[src/rtl/line_sensor_pkg.sv]
// Shared constants and FSM encoding for the line-sensor readout chain.
package line_sensor_pkg;
  localparam int PIXELS_DEF = 128;
  localparam int DATA_W_DEF = 12;
  localparam int OVR_W_DEF  = 8;
  localparam int IDX_W_DEF  = $clog2(PIXELS_DEF);

  // Index reported when a peak falls below the spot threshold.
  localparam logic [IDX_W_DEF-1:0] NO_SPOT_IDX = '1;

  localparam logic [0:0] ST_IDLE  = 1'b0;
  localparam logic [0:0] ST_ACCUM = 1'b1;

  function automatic int idx_w_for(input int pixels);
    return $clog2(pixels);
  endfunction
endpackage

[src/rtl/line_peak_detector_if.sv]
// Sample stream in / peak result out bundle for line_peak_detector.
// spot_thresh exists only when LINE_PEAK_THRESH_EN is defined.
interface line_peak_detector_if #(
  parameter int DATA_W = line_sensor_pkg::DATA_W_DEF,
  parameter int IDX_W  = line_sensor_pkg::IDX_W_DEF,
  parameter int OVR_W  = line_sensor_pkg::OVR_W_DEF
);
  logic              frame_start;
  logic              sample_valid;
  logic [DATA_W-1:0] data1;
  logic [DATA_W-1:0] data2;
`ifdef LINE_PEAK_THRESH_EN
  logic [DATA_W-1:0] spot_thresh;
`endif
  logic              result_ready;
  logic              result_valid;
  logic [DATA_W-1:0] peak_val1;
  logic [IDX_W-1:0]  peak_idx1;
  logic [DATA_W-1:0] peak_val2;
  logic [IDX_W-1:0]  peak_idx2;
  logic              frame_error;
  logic [OVR_W-1:0]  overrun_count;

  modport master (
`ifdef LINE_PEAK_THRESH_EN
    output spot_thresh,
`endif
    output frame_start, sample_valid, data1, data2, result_ready,
    input  result_valid, peak_val1, peak_idx1, peak_val2, peak_idx2,
           frame_error, overrun_count
  );

  modport slave (
`ifdef LINE_PEAK_THRESH_EN
    input  spot_thresh,
`endif
    input  frame_start, sample_valid, data1, data2, result_ready,
    output result_valid, peak_val1, peak_idx1, peak_val2, peak_idx2,
           frame_error, overrun_count
  );
endinterface

[src/rtl/peak_tracker.sv]
// Single-channel running max/argmax register for one frame.
// first forces a load so pixel 0 always wins; clear zeroes the working values.
module peak_tracker #(
  parameter int DATA_W = line_sensor_pkg::DATA_W_DEF,
  parameter int IDX_W  = line_sensor_pkg::IDX_W_DEF
) (
  input  logic              clk_20M,
  input  logic              reset,
  input  logic              clear,
  input  logic              sample,
  input  logic              first,
  input  logic [DATA_W-1:0] data,
  input  logic [IDX_W-1:0]  idx,
  output logic [DATA_W-1:0] max_val,
  output logic [IDX_W-1:0]  max_idx
);
  logic [DATA_W-1:0] max_q, max_d;
  logic [IDX_W-1:0]  idx_q, idx_d;

  always_comb begin
    max_d = max_q;
    idx_d = idx_q;
    if (sample && (first || data > max_q)) begin
      max_d = data;
      idx_d = idx;
    end else if (clear) begin
      max_d = '0;
      idx_d = '0;
    end
  end

  always_ff @(posedge clk_20M) begin
    if (reset) begin
      max_q <= '0;
      idx_q <= '0;
    end else begin
      max_q <= max_d;
      idx_q <= idx_d;
    end
  end

  assign max_val = max_q;
  assign max_idx = idx_q;
endmodule

[src/rtl/line_peak_detector.sv]
// Per-frame max/argmax of both ADC channels, held behind a valid/ready handshake.
// Define LINE_PEAK_THRESH_EN to add spot_thresh, which marks weak peaks with the no-spot index.
//   state    | meaning
//   ST_IDLE  | waiting for frame_start, samples ignored
//   ST_ACCUM | collecting pixels 0..PIXELS-1 of the current frame
module line_peak_detector
  import line_sensor_pkg::*;
#(
  parameter int PIXELS = PIXELS_DEF,
  parameter int DATA_W = DATA_W_DEF,
  parameter int IDX_W  = idx_w_for(PIXELS),
  parameter int OVR_W  = OVR_W_DEF
) (
  input logic           clk_20M,
  input logic           reset,
  line_peak_detector_if.slave bus
);
  localparam logic [IDX_W-1:0] LAST_IDX = IDX_W'(PIXELS - 1);

  logic [0:0]        state_q, state_d;
  logic [IDX_W-1:0]  cnt_q, cnt_d;
  logic              done_q, done_d;
  logic              err_q, err_d;
  logic              valid_q, valid_d;
  logic [DATA_W-1:0] val1_q, val1_d, val2_q, val2_d;
  logic [IDX_W-1:0]  idx1_q, idx1_d, idx2_q, idx2_d;
  logic [OVR_W-1:0]  ovr_q, ovr_d;

  logic              in_accum, completing, restart, take, first;
  logic [IDX_W-1:0]  pix_idx, load_idx1, load_idx2;
  logic [DATA_W-1:0] w_val1, w_val2;
  logic [IDX_W-1:0]  w_idx1, w_idx2;

  assign in_accum   = (state_q == ST_ACCUM);
  assign completing = in_accum && bus.sample_valid && (cnt_q == LAST_IDX);
  // A frame_start on the final sample belongs to the next frame and must not disturb this one.
  assign restart    = bus.frame_start && !completing;
  assign take       = bus.sample_valid && (in_accum || bus.frame_start);
  assign first      = restart || (cnt_q == '0);
  assign pix_idx    = restart ? '0 : cnt_q;

  peak_tracker #(.DATA_W(DATA_W), .IDX_W(IDX_W)) u_trk1 (
    .clk_20M(clk_20M), .reset(reset), .clear(restart), .sample(take), .first(first),
    .data(bus.data1), .idx(pix_idx), .max_val(w_val1), .max_idx(w_idx1)
  );

  peak_tracker #(.DATA_W(DATA_W), .IDX_W(IDX_W)) u_trk2 (
    .clk_20M(clk_20M), .reset(reset), .clear(restart), .sample(take), .first(first),
    .data(bus.data2), .idx(pix_idx), .max_val(w_val2), .max_idx(w_idx2)
  );

  always_comb begin
    state_d = state_q;
    cnt_d   = cnt_q;
    done_d  = completing;
    err_d   = 1'b0;
    if (completing) begin
      state_d = bus.frame_start ? ST_ACCUM : ST_IDLE;
      cnt_d   = '0;
    end else if (bus.frame_start) begin
      state_d = ST_ACCUM;
      err_d   = in_accum;
      cnt_d   = bus.sample_valid ? IDX_W'(1) : '0;
    end else if (in_accum && bus.sample_valid) begin
      cnt_d = cnt_q + 1'b1;
    end
  end

`ifdef LINE_PEAK_THRESH_EN
  localparam logic [IDX_W-1:0] NO_SPOT = '1;
  logic [DATA_W-1:0] thresh_q, thresh_d;

  always_comb begin
    thresh_d = completing ? bus.spot_thresh : thresh_q;
  end

  always_ff @(posedge clk_20M) begin
    if (reset) thresh_q <= '0;
    else       thresh_q <= thresh_d;
  end

  assign load_idx1 = (w_val1 < thresh_q) ? NO_SPOT : w_idx1;
  assign load_idx2 = (w_val2 < thresh_q) ? NO_SPOT : w_idx2;
`else
  assign load_idx1 = w_idx1;
  assign load_idx2 = w_idx2;
`endif

  // done_q marks the cycle the finished working values transfer to the result registers.
  always_comb begin
    valid_d = valid_q;
    val1_d  = val1_q;
    idx1_d  = idx1_q;
    val2_d  = val2_q;
    idx2_d  = idx2_q;
    ovr_d   = ovr_q;
    if (done_q) begin
      if (!valid_q || bus.result_ready) begin
        valid_d = 1'b1;
        val1_d  = w_val1;
        idx1_d  = load_idx1;
        val2_d  = w_val2;
        idx2_d  = load_idx2;
      end else if (ovr_q != '1) begin
        ovr_d = ovr_q + 1'b1;
      end
    end else if (valid_q && bus.result_ready) begin
      valid_d = 1'b0;
    end
  end

  always_ff @(posedge clk_20M) begin
    if (reset) begin
      state_q <= ST_IDLE;
      cnt_q   <= '0;
      done_q  <= 1'b0;
      err_q   <= 1'b0;
      valid_q <= 1'b0;
      val1_q  <= '0;
      idx1_q  <= '0;
      val2_q  <= '0;
      idx2_q  <= '0;
      ovr_q   <= '0;
    end else begin
      state_q <= state_d;
      cnt_q   <= cnt_d;
      done_q  <= done_d;
      err_q   <= err_d;
      valid_q <= valid_d;
      val1_q  <= val1_d;
      idx1_q  <= idx1_d;
      val2_q  <= val2_d;
      idx2_q  <= idx2_d;
      ovr_q   <= ovr_d;
    end
  end

  assign bus.result_valid  = valid_q;
  assign bus.peak_val1     = val1_q;
  assign bus.peak_idx1     = idx1_q;
  assign bus.peak_val2     = val2_q;
  assign bus.peak_idx2     = idx2_q;
  assign bus.frame_error   = err_q;
  assign bus.overrun_count = ovr_q;
endmodule

[src/flat_wrapper.sv]
// flat-port wrapper written by rule: the top's interface ports become plain ports
module line_peak_detector_flat import line_sensor_pkg::*;
#(
  parameter int PIXELS = PIXELS_DEF,
  parameter int DATA_W = DATA_W_DEF,
  parameter int IDX_W  = idx_w_for(PIXELS),
  parameter int OVR_W  = OVR_W_DEF
)
  (clk_20M, reset, bus_frame_start, bus_sample_valid, bus_data1, bus_data2, bus_result_ready, bus_result_valid, bus_peak_val1, bus_peak_idx1, bus_peak_val2, bus_peak_idx2, bus_frame_error, bus_overrun_count);
  line_peak_detector_if #(.DATA_W(DATA_W), .IDX_W(IDX_W), .OVR_W(OVR_W)) bus_i ();
  input logic clk_20M;
  input logic reset;
  input wire logic [$bits(bus_i.frame_start)-1:0] bus_frame_start;
  input wire logic [$bits(bus_i.sample_valid)-1:0] bus_sample_valid;
  input wire logic [$bits(bus_i.data1)-1:0] bus_data1;
  input wire logic [$bits(bus_i.data2)-1:0] bus_data2;
  input wire logic [$bits(bus_i.result_ready)-1:0] bus_result_ready;
  output wire logic [$bits(bus_i.result_valid)-1:0] bus_result_valid;
  output wire logic [$bits(bus_i.peak_val1)-1:0] bus_peak_val1;
  output wire logic [$bits(bus_i.peak_idx1)-1:0] bus_peak_idx1;
  output wire logic [$bits(bus_i.peak_val2)-1:0] bus_peak_val2;
  output wire logic [$bits(bus_i.peak_idx2)-1:0] bus_peak_idx2;
  output wire logic [$bits(bus_i.frame_error)-1:0] bus_frame_error;
  output wire logic [$bits(bus_i.overrun_count)-1:0] bus_overrun_count;
  assign bus_i.frame_start = bus_frame_start;
  assign bus_i.sample_valid = bus_sample_valid;
  assign bus_i.data1 = bus_data1;
  assign bus_i.data2 = bus_data2;
  assign bus_i.result_ready = bus_result_ready;
  assign bus_result_valid = bus_i.result_valid;
  assign bus_peak_val1 = bus_i.peak_val1;
  assign bus_peak_idx1 = bus_i.peak_idx1;
  assign bus_peak_val2 = bus_i.peak_val2;
  assign bus_peak_idx2 = bus_i.peak_idx2;
  assign bus_frame_error = bus_i.frame_error;
  assign bus_overrun_count = bus_i.overrun_count;
  line_peak_detector #(.PIXELS(PIXELS), .DATA_W(DATA_W), .IDX_W(IDX_W), .OVR_W(OVR_W)) u_core (.clk_20M(clk_20M), .reset(reset), .bus(bus_i));
endmodule
[config.mk]
export PLATFORM = sky130hd
export DESIGN_NAME = line_peak_detector_flat
export DESIGN_NICKNAME = d
export VERILOG_FILES = /design/src/rtl/line_sensor_pkg.sv /design/src/rtl/line_peak_detector_if.sv /design/src/rtl/peak_tracker.sv /design/src/rtl/line_peak_detector.sv /design/src/flat_wrapper.sv
export SDC_FILE = /design/constraint.sdc
export NUM_CORES = 1
export LEC_CHECK = 0
export CAP_MARGIN = 20
export CORE_MARGIN = 2
export CORE_UTILIZATION = 55
export DETAILED_ROUTE_END_ITERATION = 10
export PLACE_DENSITY = 0.87
export SYNTH_ARGS = -nofsm -noshare
export SYNTH_HDL_FRONTEND = slang
export SYNTH_SLANG_ARGS = --single-unit
[constraint.sdc]
create_clock -name clk_20M -period 3.25 [get_ports clk_20M]
set_input_delay 0.4875 -clock clk_20M [delete_from_list [all_inputs] [get_ports clk_20M]]
set_output_delay 0.4875 -clock clk_20M [all_outputs]
set_load 0.005 [all_outputs]
==> out/results.tsv, run 1 <==
metric	value	unit
num rows	32	
reg-to-reg critical path endpoint	u_core.u_trk1.max_idx[6]	
TritonRoute pass-1 iters	4	
MaxCap Viol Count	0	
largest net degree at the start of global routing	46	
Tot Pwr	0.00215	W
final cell count without fillers	674	
Root Buffer	clkbuf_8	
layout cells sized above 1	5.77	%
Critical Path RT	3540	ps
Post-Synth Adder-Cell Area	7.75	%
number of routed nets with antenna violations	0	
most frequent cell after synthesis	nand2_1	
First DRT Iteration DRCs	191	
final count of pins violating max slew	0	
Congestion Overflow GR	0	
final WL	9.84	mm
cell count of the worst reg-to-reg path	8	
DR DRC count	0	
initial antenna violation count	0	
Die X-Extent	93.0	um
commonest cells in the netlist	nand2_1 (131), dfxtp_1 (95), a21oi_1 (50)	
first-pass GRT wire length	16.4	mm
xor and xnor area share after synthesis	1.81	%
Cell Area, Synth	4360	um^2
unique cell type count in the Yosys netlist	35	
sequential fraction of the synthesis area	43.6	%
R2R setup slack	980	ps
Clk pin slew, worst setup/hold paths	90	ps
CTS Buffer Depth	2	
Via density	5.38	
die footprint	8650	um^2
Setup CP Type	primary input to register	
worst r2r src	u_core.u_trk1.max_val[1]	
fin nets	623	
routed via count	3629	
maximum operating frequency	407	MHz
io pins	77	
status	finished clean	
average size of a mapped cell	8.73	um^2
largest family of logic cells by synthesized area	simple AND/OR/NAND/NOR gates	
CP endpoint kind	register	
setup violators final	0	
multi-input logic area	2170	um^2
H-tree depth	3	
vias in the first global route	3632	
ys async rst share	0	%
average wire per standard cell	14.6	um
Synth area leaders	dfxtp_1 (44%), nand2_1 (11%), mux2i_1 (9.0%)	
Initial Util	56.7	%
share of the synthesized area in the top cell type	43.6	%
die height	93.0	um
Final Hold Vio Count	0	
Worst Path Max Fanout	19	
TritonCTS Sinks	95	
Max VDD drop	0.292	mV
simple logic cell fraction of the synthesized area	21.4	%
clock latency on the worst-skew pair	360	ps
crit path time final	2460	ps
dpl hpwl	7.07	mm
Hold Path Stages	2	
fin crit share	75.7	%
# resized after CTS	0	
mux cell area share after synthesis	8.96	%
hold-fix buffers at CTS	0	
cts bufs inserted	9	
Hold Path Class	register to register	
area grow syn2layout	21.8	%
GRT Overall Usage	23.6	%
placed cell count	658	
FILL cells	587	
gpl congestion	0.868	
buffers added on ports	76	
critical path startpoint category	primary input	
CTS tree	yes	
FF/Latch Area	1900	um^2
cell taking the most area after synthesis	dfxtp_1	
LEAKAGE	2.03	nW
# diodes	0	
setup slack at placement	454	ps
Worst Hold Endpoint	u_core.bus.peak_val2[9]	
CP arrival	2750	ps
HP Start	u_core.bus.peak_val2[9]	
power per cell area	406	nW/um^2
TNS Setup	0	ps
Post-synth EDFFs	0	
slack of the critical path	790	ps
Synth Flop Type	dfxtp_1	
Slew HR	60.9	%
# Post-CTS Setup Buffers	0	
Mapped Nets	555	
Synth Register Bits	95	
core area	7690	um^2
synth warn	0	
complex-gate fraction of the synthesized area	9.79	%
clk_skew	8.48	ps
synthesized instance count	499	
unrepaired setup endpoints after global routing	no	
Worst-Margin Slew	587	ps
## registers in the layout (all words and copies together), names as in the netlist
name	flops
u_core.bus.peak_val1	12
u_core.bus.peak_val2	12
u_core.u_trk1.max_val	12
u_core.u_trk2.max_val	12
u_core.bus.overrun_count	8
u_core.bus.peak_idx1	7
u_core.bus.peak_idx2	7
u_core.cnt_q	7
u_core.u_trk1.max_idx	7
u_core.u_trk2.max_idx	7
u_core.bus.frame_error	1
u_core.bus.result_valid	1
u_core.done_q	1
u_core.in_accum	1
## cells by family (layout without fill, tap and decap cells)
| family | count (synthesis) | in the layout |
|---|---|---|
| and+or+nand+nor | 206 | 206 |
| AOI/OAI and AO/OA | 72 | 72 |
| xor gates and xnor gates | 9 | 9 |
| adders and majority gates | 27 | 27 |
| buffers and inverters | 51 | 124 |
| muxes | 39 | 39 |
| DFF | 95 | 95 |
## per-stage QoR
step                      cell area (um^2)  util [%]  hold slack (ps)
after floorplan                       4360         -              432
after global placement                5120      66.6              444
after CTS                             5310      69.1              461
final                                 5310      69.1              460
after detailed placement              5120      66.6              447
after global routing                  5310      69.1              482
## per-layer routing
metal  share of wire, %  track usage (%)  vias to the layer above
li1                   -                -                     1796
met2                 51             41.0                       86
met3                4.6             3.14                       14
met4                1.6             9.56                        0
met1                 43             29.6                     1733
met5                  0                0                        -
## critical path, stage by stage
cell,delay (ps)
clkdlybuf4s50_1,450
ha_1,340
nand4_1,160
or3_1,410
o41ai_1,70
a21o_2,560
mux2i_1,260
## final cells by class
type	instances	share of cell area [%]
Sequential cell	95	35.8
Multi-Input combinational cell	353	40.9
Tap cell	102	2.40
Clock buffer	9	2.33
Inverter	27	1.91
Timing Repair Buffer	81	15.4
Clock inverter	7	1.25
## power breakdown
group / internal [W] / total [W] / switching (W)
Clock: 0.000292 / 0.000733 / 0.000441
Combinational: 0.000108 / 0.000223 / 0.000115
Sequential: 0.00118 / 0.00120 / 0.0000161
Total: 0.00158 / 0.00215 / 0.000572
## cell usage in the layout (no fill, tap or decap), types with 9 or more instances in the layout
| cell | n |
|---|---|
| nor2_1 | 17 |
| clkbuf_8 | 9 |
| ha_1 | 27 |
| nand2_1 | 131 |
| a21oi_1 | 50 |
| mux2i_1 | 39 |
| dfxtp_1 | 95 |
| inv_1 | 27 |
| nand4_1 | 11 |
| nand2b_1 | 26 |
| clkdlybuf4s50_1 | 75 |
## worst max path at each step
| stage | cells after the start | startpoint | slack, ps | endpoint |
|---|---|---|---|---|
| floorplan | 9 | bus_data2[1] | 1190 | u_core.u_trk2.max_idx[0] |
| global placement | 8 | bus_data1[1] | 540 | u_core.u_trk1.max_idx[5] |
| detailed placement | 7 | bus_data1[10] | 450 | u_core.u_trk1.max_idx[4] |
| CTS | 7 | bus_data1[10] | 810 | u_core.u_trk1.max_idx[6] |
| global route | 8 | bus_data1[1] | 580 | u_core.u_trk1.max_val[0] |
| finish | 7 | bus_data1[10] | 790 | u_core.u_trk1.max_idx[6] |
Note: power is estimated with default switching activity, not from simulation.
==> run 2: changes to the inputs <==
--- a/config.mk
+++ b/config.mk
@@ -7,9 +7,9 @@
 export LEC_CHECK = 0
 export CAP_MARGIN = 20
 export CORE_MARGIN = 2
-export CORE_UTILIZATION = 55
+export CORE_UTILIZATION = 53
 export DETAILED_ROUTE_END_ITERATION = 10
-export PLACE_DENSITY = 0.87
+export PLACE_DENSITY = 0.84
 export SYNTH_ARGS = -nofsm -noshare
 export SYNTH_HDL_FRONTEND = slang
 export SYNTH_SLANG_ARGS = --single-unit
==> constraint.sdc (replaced) <==
create_clock -name clk_20M -period 2.6 [get_ports clk_20M]
set_input_delay 0.39 -clock clk_20M [delete_from_list [all_inputs] [get_ports clk_20M]]
set_output_delay 0.39 -clock clk_20M [all_outputs]
set_load 0.005 [all_outputs]
==> out/results.tsv, run 2 (synthesis gave the netlist of run 1 again) <==
metric	value	unit
status	finished clean	
Hold Slack	425	ps
Via density	5.27	
FILL cells	685	
CTS tree	yes	
routed via count	3608	
layout cells sized above 1	6.91	%
clock latency on the worst-skew pair	360	ps
buffers added on ports	76	
fin nets	630	
Final Hold Vio Count	0	
TritonCTS Sinks	95	
first-pass GRT wire length	16.1	mm
hold-fix buffers at CTS	0	
fin crit share	86.3	%
power per cell area	515	nW/um^2
Clock Power Share	35.7	%
Clk pin slew, worst setup/hold paths	90	ps
MaxCap Viol Count	0	
Sequential Power Share	53.9	%
setup slack at placement	37.9	ps
TNS Setup	0	ps
# resized after CTS	0	
gpl congestion	0.791	
utilization after layout	66.5	%
setup violators final	0	
cts bufs inserted	9	
clk_skew	8.68	ps
dpl hpwl	6.96	mm
Max VDD drop	0.291	mV
switch share	23.7	%
initial antenna violation count	0	
area grow syn2layout	23.5	%
CP endpoint kind	register	
Congestion Overflow GR	0	
GRT Overall Usage	22.5	%
final WL	9.63	mm
unrepaired setup endpoints after global routing	no	
# diodes	0	
Worst Path Max Fanout	7	
DR DRC count	0	
Slew HR	72.3	%
Internal Power	0.00212	W
critical path startpoint category	primary input	
CP arrival	2520	ps
die footprint	8960	um^2
First DRT Iteration DRCs	141	
combinational fraction of design power	10.4	%
P_sw	0.000659	W
Tot Pwr	0.00277	W
final count of pins violating max slew	0	
LEAKAGE	2.08	nW
CTS Buffer Depth	2	
crit path time final	2240	ps
core area	8090	um^2
average wire per standard cell	14.1	um
maximum operating frequency	446	MHz
Setup CP Type	primary input to register	
TritonRoute pass-1 iters	4	
# Post-CTS Setup Buffers	0	
num rows	33	
slack of the critical path	357	ps
number of routed nets with antenna violations	0	
Worst-Margin Slew	416	ps
commonest non-fill, non-tap cell in the layout	nand2_1	
Die X-Extent	94.7	um
H-tree depth	3	
Hold Path Class	primary input to register	
Critical Path RT	2870	ps
largest net degree at the start of global routing	39	
io pins	77	
vias in the first global route	3643	
die height	94.7	um
Initial Util	53.8	%
Root Buffer	clkbuf_8	
commonest cells after routing, fill and taps aside	nand2_1 (131), dfxtp_1 (95), clkdlybuf4s50_1 (75), a21oi_1 (50), mux2i_1 (39)	
-- run 2: worst max-delay path, cell delays in order --
cell,delay [ps]
clkdlybuf4s50_1,440
ha_1,330
nor2b_4,130
o211ai_2,120
a211oi_1,90
o41ai_1,370
a21o_2,220
buf_4,190
mux2i_1,230
-- run 2: power groups by stage --
stage	Sequential (W)	Clock (W)	Combinational, W
global route	0.00150	0.00106	0.000317
global placement	0.00153	0	0.000275
CTS	0.00150	0.00101	0.000288
floorplan	0.00153	0	0.000200
finish	0.00150	0.000990	0.000288
detailed placement	0.00153	0	0.000285
-- run 2: metrics by stage --
stage | instance area, um^2 | cells
final | 5380 | 684
after global routing | 5380 | 684
after CTS | 5380 | 684
after detailed placement | 5180 | 668
after global placement | 5180 | 668
after floorplan | 4360 | 499
-- run 2: worst paths after layout --
check / from / cells after the start / endpoint / slack, ps
min: reset / 2 / u_core.bus.peak_val2[10] / 430
max: bus_data1[1] / 9 / u_core.u_trk1.max_val[11] / 360
min reg2reg: u_core.u_trk1.max_idx[6] / 2 / u_core.bus.peak_idx1[6] / 460
max reg2reg: u_core.u_trk1.max_val[1] / 9 / u_core.u_trk1.max_val[11] / 470
-- run 2: final cells by class --
type | count | area [um^2] | share of cell area (%)
sequential | 95 | 1900 | 35.3
clock inverter | 5 | 56.3 | 1.05
timing repair buffer | 88 | 871 | 16.2
multi-input combinational | 353 | 2170 | 40.3
inverter | 27 | 101 | 1.88
clock buffer | 11 | 151 | 2.81
tap | 105 | 131 | 2.44
-- run 2: layer usage --
layer | share of wire [%] | GRT usage [%]
met1 | 43 | 26.2
met2 | 51 | 41.6
met3 | 4.3 | 3.27
met4 | 1.7 | 8.45
met5 | 0 | 0
==> run 3: changes to the inputs <==
--- a/config.mk
+++ b/config.mk
@@ -6,10 +6,10 @@
 export NUM_CORES = 1
 export LEC_CHECK = 0
 export CAP_MARGIN = 20
-export CORE_MARGIN = 2
-export CORE_UTILIZATION = 53
+export CORE_UTILIZATION = 40
 export DETAILED_ROUTE_END_ITERATION = 10
-export PLACE_DENSITY = 0.84
+export PLACE_DENSITY = 0.67
 export SYNTH_ARGS = -nofsm -noshare
 export SYNTH_HDL_FRONTEND = slang
+export SYNTH_HIERARCHICAL = 1
 export SYNTH_SLANG_ARGS = --single-unit
==> out/results.tsv, run 3 <==
metric	value	unit
TNS Setup	0	ps
Clk pin slew, worst setup/hold paths	80	ps
Final Hold Vio Count	0	
Critical Path RT	2880	ps
CTS tree	yes	
core area	10900	um^2
ys async rst share	0	%
MaxCap Viol Count	0	
Top delay family on crit path	compound AO/OA/AOI/OAI gates	
final count of pins violating max slew	0	
TritonRoute pass-1 iters	4	
Die X-Extent	108	um
commonest cells in the netlist	nand2_1 (124), dfxtp_1 (95), a21oi_1 (54)	
unique cell type count in the Yosys netlist	38	
# Post-CTS Setup Buffers	0	
LEAKAGE	2.16	nW
average size of a mapped cell	8.52	um^2
die footprint	11600	um^2
TritonCTS Sinks	95	
DR DRC count	0	
H-tree depth	3	
Hold Path Class	register to register	
CP arrival	2560	ps
WP buf/inv	1	
Via density	4.93	
FF/Latch Area	1900	um^2
commonest non-fill, non-tap cell in the layout	nand2_1	
setup violators final	0	
synthesized instance count	526	
Post-synth EDFFs	0	
largest net degree at the start of global routing	40	
crit path time final	2280	ps
final WL	9.73	mm
fin crit share	87.9	%
die height	108	um
unrepaired setup endpoints after global routing	no	
Setup CP Type	register to register	
FILL cells	1048	
final cell count without fillers	747	
CP most frequent cell	nand2_1	
CP cell instances	ha_1 > and3_1 > nand4_1 > nand2_1 > nand2_1 > a211o_1 > o31ai_4 > buf_12 > mux2i_1	
power per cell area	478	nW/um^2
sequential fraction of the synthesis area	42.4	%
Synth Flop Type	dfxtp_1	
Mapped Nets	582	
cell taking the most area after synthesis	dfxtp_1	
num rows	38	
dpl hpwl	7.17	mm
# diodes	0	
Worst-Margin Slew	585	ps
area grow syn2layout	25.0	%
utilization after layout	51.5	%
crit-path max cell delay	370	ps
cts bufs inserted	9	
vias in the first global route	3619	
hold-fix buffers at CTS	0	
CTS Buffer Depth	2	
status	finished clean	
multi-input logic area	2340	um^2
Tot Pwr	0.00268	W
first-pass GRT wire length	16.4	mm
synth warn	6	
Slew HR	61.0	%
commonest cells after routing, fill and taps aside	nand2_1 (124), dfxtp_1 (95), clkdlybuf4s50_1 (75), a21oi_1 (54), mux2i_1 (41)	
fin nets	659	
number of routed nets with antenna violations	0	
Initial Util	41.2	%
clk_skew	9.43	ps
most frequent cell after synthesis	nand2_1	
Worst path slowest cell	dfxtp_1	
First DRT Iteration DRCs	129	
# resized after CTS	0	
Synth area leaders	dfxtp_1 (42%), nand2_1 (10%), mux2i_1 (9.2%)	
clock latency on the worst-skew pair	360	ps
placed cell count	732	
CP endpoint kind	register	
Max VDD drop	0.303	mV
GRT Overall Usage	18.0	%
buffers added on ports	76	
average wire per standard cell	13.0	um
Congestion Overflow GR	0	
Synth Register Bits	95	
layout cells sized above 1	5.77	%
routed via count	3683	
share of the synthesized area in the top cell type	42.4	%
Worst Path Max Fanout	19	
critical path startpoint category	register	
Cell Area, Synth	4480	um^2
gpl congestion	0.810	
io pins	77	
initial antenna violation count	0	
Root Buffer	clkbuf_8	
maximum operating frequency	438	MHz
==> run 3: cell types whose count changed after synthesis, sizes merged, moves of 4 or more <==
cell	change
and2	+8
o21ai	-4
nand2b	+13
nand2	-9
==> run 3: cell type report <==
| class | count | area share (%) |
|---|---|---|
| Sequential cell | 95 | 33.9 |
| Multi-Input combinational cell | 375 | 41.7 |
| Inverter | 30 | 2.01 |
| Clock buffer | 15 | 3.15 |
| Tap cell | 140 | 3.13 |
| Timing Repair Buffer | 92 | 16.1 |
==> run 3: cells by family after synthesis <==
group / Yosys count / share of synthesized area, %
xor+xnor: 8 / 1.56
compound gates: 71 / 9.04
simple gates: 227 / 23.9
fa+ha+maj: 27 / 7.54
buf+inv: 56 / 6.08
flops: 95 / 42.4
mux: 42 / 9.41
==> run 3: worst paths after layout <==
kind                                               from                        to  slack, ps  cells past startpoint
worst max-delay path                    u_core/cnt_q[1]  u_core/u_trk2/max_val[0]        320                      9
worst min-delay path            u_core/bus.peak_val1[4]   u_core/bus.peak_val1[4]        450                      2
worst max register to register          u_core/cnt_q[1]  u_core/u_trk2/max_val[0]        320                      9
worst min register to register  u_core/bus.peak_val1[4]   u_core/bus.peak_val1[4]        450                      2
==> run 3: stage by stage <==
stage	setup slack [ps]	instance area, um^2	hold slack, ps
2_1_floorplan	386	4480	432
3_3_place_gp	156	5430	443
3_5_place_dp	57.2	5430	446
4_1_cts	306	5600	458
5_1_grt	106	5600	478
6_report	316	5600	454
==> run 3: metal layers <==
metal  up-vias  track usage (%)  share of wire (%)  routed length (um)
met1      1721             21.5                 46                4520
met2        53             31.6                 48                4720
li1       1894                -                  -                   -
met5         -                0                  0                   0
met4         0             8.12                2.1                 204
met3        15             2.54                3.0                 293
==> run 3: worst reg2reg max path, cell delays in order, from the launching register on <==
cell and delay [ps]:
dfxtp_1 370, ha_1 180, and3_1 230, nand4_1 130
nand2_1 110, nand2_1 140, a211o_1 340, o31ai_4 270
buf_12 220, mux2i_1 220
==> run 3: report_power, final <==
part / total [W] / internal (W) / switching (W)
logic: 0.000281 / 0.000142 / 0.000140
clock network: 0.000902 / 0.000424 / 0.000478
registers: 0.00149 / 0.00148 / 0.0000170
